File: src/rtl/top.sv
// top: single-word toggle req/ack handshake transfer from source half to sink half
module top (
  input  logic       aclk,
  input  logic       arst_n,
  input  logic [7:0] adata,
  input  logic       asend,
  output logic       aready,
  input  logic       bload,
  output logic [7:0] dout,
  output logic       bvalid
);
  typedef enum logic {IDLE, BUSY} src_t;
  typedef enum logic {EMPTY, FULL} snk_t;
  src_t src, src_nx;
  snk_t snk, snk_nx;
  logic req, ack;
  logic [2:0] req_sync, ack_sync;
  logic [7:0] hold_reg;
  logic accept, consume, req_seen, ack_seen;
  assign aready   = (src == IDLE);
  assign bvalid   = (snk == FULL);
  assign accept   = asend & aready;
  assign consume  = bload & bvalid;
  assign req_seen = req_sync[1] ^ req_sync[2];
  assign ack_seen = ack_sync[1] ^ ack_sync[2];
  // source half: state, held word, req toggle and ack synchronizer
  always_ff @(posedge aclk or negedge arst_n)
    if (!arst_n) begin
      src      <= IDLE;
      hold_reg <= 8'h00;
      req      <= 1'b0;
      ack_sync <= 3'b000;
    end else begin
      src      <= src_nx;
      ack_sync <= {ack_sync[1:0], ack};
      if (accept) begin
        hold_reg <= adata;
        req      <= ~req;
      end
    end
  // sink half: state, delivered word, ack toggle and req synchronizer
  always_ff @(posedge aclk or negedge arst_n)
    if (!arst_n) begin
      snk      <= EMPTY;
      dout     <= 8'h00;
      ack      <= 1'b0;
      req_sync <= 3'b000;
    end else begin
      snk      <= snk_nx;
      req_sync <= {req_sync[1:0], req};
      if (req_seen) dout <= hold_reg;
      if (consume) ack <= ~ack;
    end
  // next-state logic for both halves
  always_comb begin
    src_nx = src;
    snk_nx = snk;
    src_nx = (src == IDLE) ? (asend ? BUSY : IDLE) : (ack_seen ? IDLE : BUSY);
    snk_nx = (snk == EMPTY) ? (req_seen ? FULL : EMPTY) : (bload ? EMPTY : FULL);
  end
endmodule

File: config.mk
export PLATFORM = sky130hd
export DESIGN_NAME = top
export DESIGN_NICKNAME = d
export VERILOG_FILES = /design/src/rtl/top.sv
export SDC_FILE = /design/constraint.sdc
export NUM_CORES = 1
export LEC_CHECK = 0
export ABC_AREA = 1
export CORE_MARGIN = 4
export CORE_UTILIZATION = 35
export DETAILED_ROUTE_END_ITERATION = 12
export PLACE_DENSITY = 0.7
export SLEW_MARGIN = 20
export SYNTH_ARGS = -nofsm -noshare
export SYNTH_HDL_FRONTEND = slang
export SYNTH_SLANG_ARGS = --single-unit
File: constraint.sdc
create_clock -name aclk -period 0.9 [get_ports aclk]
set_input_delay 0.09 -clock aclk [delete_from_list [all_inputs] [get_ports aclk]]
set_output_delay 0.09 -clock aclk [all_outputs]
set_load 0.005 [all_outputs]
* Word-level counts from Yosys, hierarchy flattened *
Cells that the tools add are included.

storage, ports and cells
  bits in registers = 26
  input bits = 12
  output and inout bits = 10
  logic and storage cells = 21

operators by class
  multiplexer cells = 6
  bitwise gates (word level) = 7

operators by type and width
  kind         count
  $mux 1       6
  $not 1->1    3
  $and 1x1->1  2
  $xor 1x1->1  2

* Logic depth before layout (Yosys ltp) *
Gate-level depths: netlist (run 1).

  depth in word-level cells = 3
  depth in mapped cells = 5
  depth with buffers taken out = 5

* Least setup slack after synthesis (run 1) *
OpenSTA, ideal clock, no wires.

  path kind = register -> register
  start point = reg src
  end point = reg req
  setup time = 0.116 ns
  data arrival time = 0.736 ns
  required time = 0.784 ns
  path slack = 0.047 ns
  stages on the path, launching flop included = 6
  buffers on the path = 1
  period minus slack after synthesis = 0.853 ns
  cell sequence = dfrtp_1 > inv_2 > nand2_1 > buf_4 > nand2_1 > nand2_1

on the way
  word-level cells in the longest chain between the ends = 2

RTL lines
  item                    line  text
  start, declared         14    src_t src, src_nx;
  start signal, assigned  34    src <= src_nx;
  $not 1->1               --
  named net aready        7     output logic aready,
  $and 1x1->1             22    assign accept = asend & aready;
  end signal, assigned    38    req <= ~req;
  end, declared           16    logic req, ack;

The timed path passes the listed nets, and every way through them passes these cells.
A chain may end at the register's enable or synchronous reset.

* Worst setup path in the final report (run 1) *
  start point = reg req_sync[2]
  end point = reg dout[2]

on the way
  word-level cells in the longest chain between the ends = 1

RTL lines
  item                    line  text
  start, declared         17    logic [2:0] req_sync, ack_sync;
  start signal, assigned  50    req_sync <= {req_sync[1:0], req};
  $xor 1x1->1             24    assign req_seen = req_sync[1] ^ req_sync[2];
  end signal, assigned    51    if (req_seen) dout <= hold_reg;
  end, declared           9     output logic [7:0] dout,

Every way passes these cells.

==> flow_metrics.tcl, run 1 <==
set metrics [dict create \
    viasPerCell 4.607 \
    vdd_drop_max_mv 2.018 \
    syn_inst 100 \
    wl_met2_um 1019 \
    min_path_type "in2async" \
    synth_top_family_by_area "simple AND/OR/NAND/NOR gates" \
    coreArea_sq_mm 0.002567 \
    final_core_util_pct 58.19 \
    endpoint "dout[2]" \
    synth_top_area_share_pct 66.58 \
    grt_pass1_vias 782 \
    ys_ff_latch 26 \
    crit_slowest_cell "dfrtp_2" \
    cp_num_buf_inv 1 \
    cts_tree "built" \
    crit_type "reg2reg" \
    clockBufferDepth 2 \
    cp_top_family "flip-flops" \
    synth-xor-area-share_pct 0.8963 \
    synthSimpleGateAreaFrac_pct 28.68 \
    die_h_um 60.84 \
    hold_buffers 0 \
    port_buffers 21 \
    crit_start "req_sync[2]" \
    leakagePower_nw 0.7634 \
    dr.pass1.iters 4 \
    dpl.hpwl_um 1353 \
    drt_iter0_drc 12 \
    initial_core_util_pct 38.06 \
    overflow 0 \
    period_minus_slack_ps 985.6 \
    clock-skew-final_ps 11.86 \
    synth.area.top_cells "dfrtp_1, nand2_1, nand3_1" \
    ff2ff_path_depth 4 \
    place_congestion 0.7355 \
    drtAntennaViolNets 0 \
    yosysSeqAreaShare_pct 66.58 \
    cp_max_fo 8 \
    yosys-mux-area-fraction_pct 0 \
    synth_fp_nets 112 \
    n_antenna_cell 0 \
    synth_compound_gate_area_share_pct 0 \
    ios 22 \
    cts-root-buf "clkbuf_4" \
    antenna_found_initial 0 \
    grt_pass1_wl_um 3236 \
    p_per_area_mw_per_mm2 3644 \
    worst_pin_slew_ps 227.5 \
    crit_path_max_incr_delay_ps 510 \
    drive_gt1_share_pct 40.58 \
    clock_latency_ps 320 \
    clock_sink_count 26 \
    max_slew_margin_pct 84.78 \
    r2r-end "dout[2]" \
    wire_per_inst_um 12.01 \
    hold_viol_final 0 \
    fillers 235 \
    drv_cap 0 \
    synth_area_sq_um 977.2 \
    yosysWarningCount 0 \
    timing.hold.ws_ps 92.74 \
    critical_path_depth 4 \
    synthAdderAreaFrac_pct 0 \
    yosys.area.top_type "dfrtp_1" \
    wirelength_um 2018 \
    reg2reg_slack_ps -90 \
    fin_crit_sh_pct 109.5 \
    track_usage_pct 11.70 \
    worstPathCellList "clkinv_4 -> nand2_8 -> nand3_2 -> nand2_1" \
    final_common_cell "nand2_1" \
    dieArea_sq_mm 0.003702 \
    regArea_sq_um 653.1 \
    finalPower_w 0.005444 \
    top_layer "met4" \
    avgSynthCellArea_sq_um 9.772 \
    finalSetupViolCount 28 \
    crit_arrival_ps 1250 \
    critPathLaunchType "flip-flop" \
    rows 18 \
    wl_met3_um 96 \
    grt_max_degree 27 \
    cp.required_ps 1160 \
    end_kind "flip-flop" \
    area_growth_pct 52.88 \
    fp.dieW_um 60.84 \
    multi_input_area_sq_um 419.2 \
    status "complete, but fails checks" \
    violations "negative setup slack" \
    slew_viol_final 0 \
    wl_met1_um 871 \
    rsz0062_at_grt "yes" \
    clk_pin_slew_ps 140 \
    fmax_ghz 1.015 \
    vias 774 \
    setup_tns_ps -1135 \
    ys_types 10 \
    drc 0 \
    final_nets 151 \
    rr_startpoint "req_sync[2]" \
    htree_num_levels 1 \
    cts_buffers 3 \
    final.setup.worst_slack_ps -85.60 \
    final_cell_mix "nand2_1, dfrtp_1, nand3_2" \
]
[cells by family after synthesis]
| logic type | after synthesis |
|---|---|
| AND/OR/NAND/NOR | 64 |
| flip-flops | 26 |
| buffers and inverters | 9 |
| XOR/XNOR | 1 |
[metal layers]
layer	vias to the layer above	track usage, %
met5	-	0
met4	0	5.573
met3	4	2.128
met2	19	18.63
met1	361	15.43
li1	390	-
[Yosys cell counts]
cell type / number
dfrtp_1: 26
inv_1: 4
buf_4: 1
nand2_1: 41
inv_2: 4
nand2_4: 1
nand2_2: 3
xnor2_1: 1
or2_2: 1
nand3_1: 18
[layout make-up]
class	count	area share [%]
sequential	26	43.72
inverter	8	2.848
timing repair buffer	34	19.35
tap	30	2.513
clock inverter	1	2.010
clock buffer	3	1.508
multi-input combinational	66	28.06
[how the worst min path moves through the flow]
stage / start / end / slack, ps / depth (start not counted)
CTS: arst_n / dout[0] / 90 / 2
finish: arst_n / hold_reg[2] / 90 / 2
floorplan: arst_n / ack / -210 / 0
global placement: ack_sync[0] / ack_sync[1] / 330 / 0
global route: arst_n / req_sync[2] / 100 / 2
detailed placement: req_sync[0] / req_sync[1] / 340 / 0
[what timing repair did]
action	4_1_cts	5_1_grt
pin swaps	1	9
gates cloned	1	0
resized for setup	49	23
setup buffers	3	3
endpoints found under the setup margin	28	28
[power by group]
group / internal, W / switching, W
combinational: 0.00120 / 0.00125
clock: 0.000450 / 0.000340
sequential: 0.00177 / 0.000436
total: 0.00342 / 0.00203
[through the flow]
stage	worst slack, ps	instance area [sq um]	std cells
finish	-85.60	1494	168
detailed placement	-285.3	1282	157
floorplan	47.45	977.2	100
global placement	-262.9	1282	157
global route	-142.3	1494	168
CTS	-85.15	1349	165
Note: power is estimated with default switching activity, not from simulation.
==> inputs of run 2 (changes only) <==
--- a/config.mk
+++ b/config.mk
@@ -8,6 +8,7 @@
 export ABC_AREA = 1
 export CORE_MARGIN = 4
 export CORE_UTILIZATION = 35
+export CTS_CLUSTER_DIAMETER = 200
 export DETAILED_ROUTE_END_ITERATION = 12
 export PLACE_DENSITY = 0.7
 export SLEW_MARGIN = 20
==> results of run 2 <==
The final DEF is identical to that of run 1; final timing and power are the same.
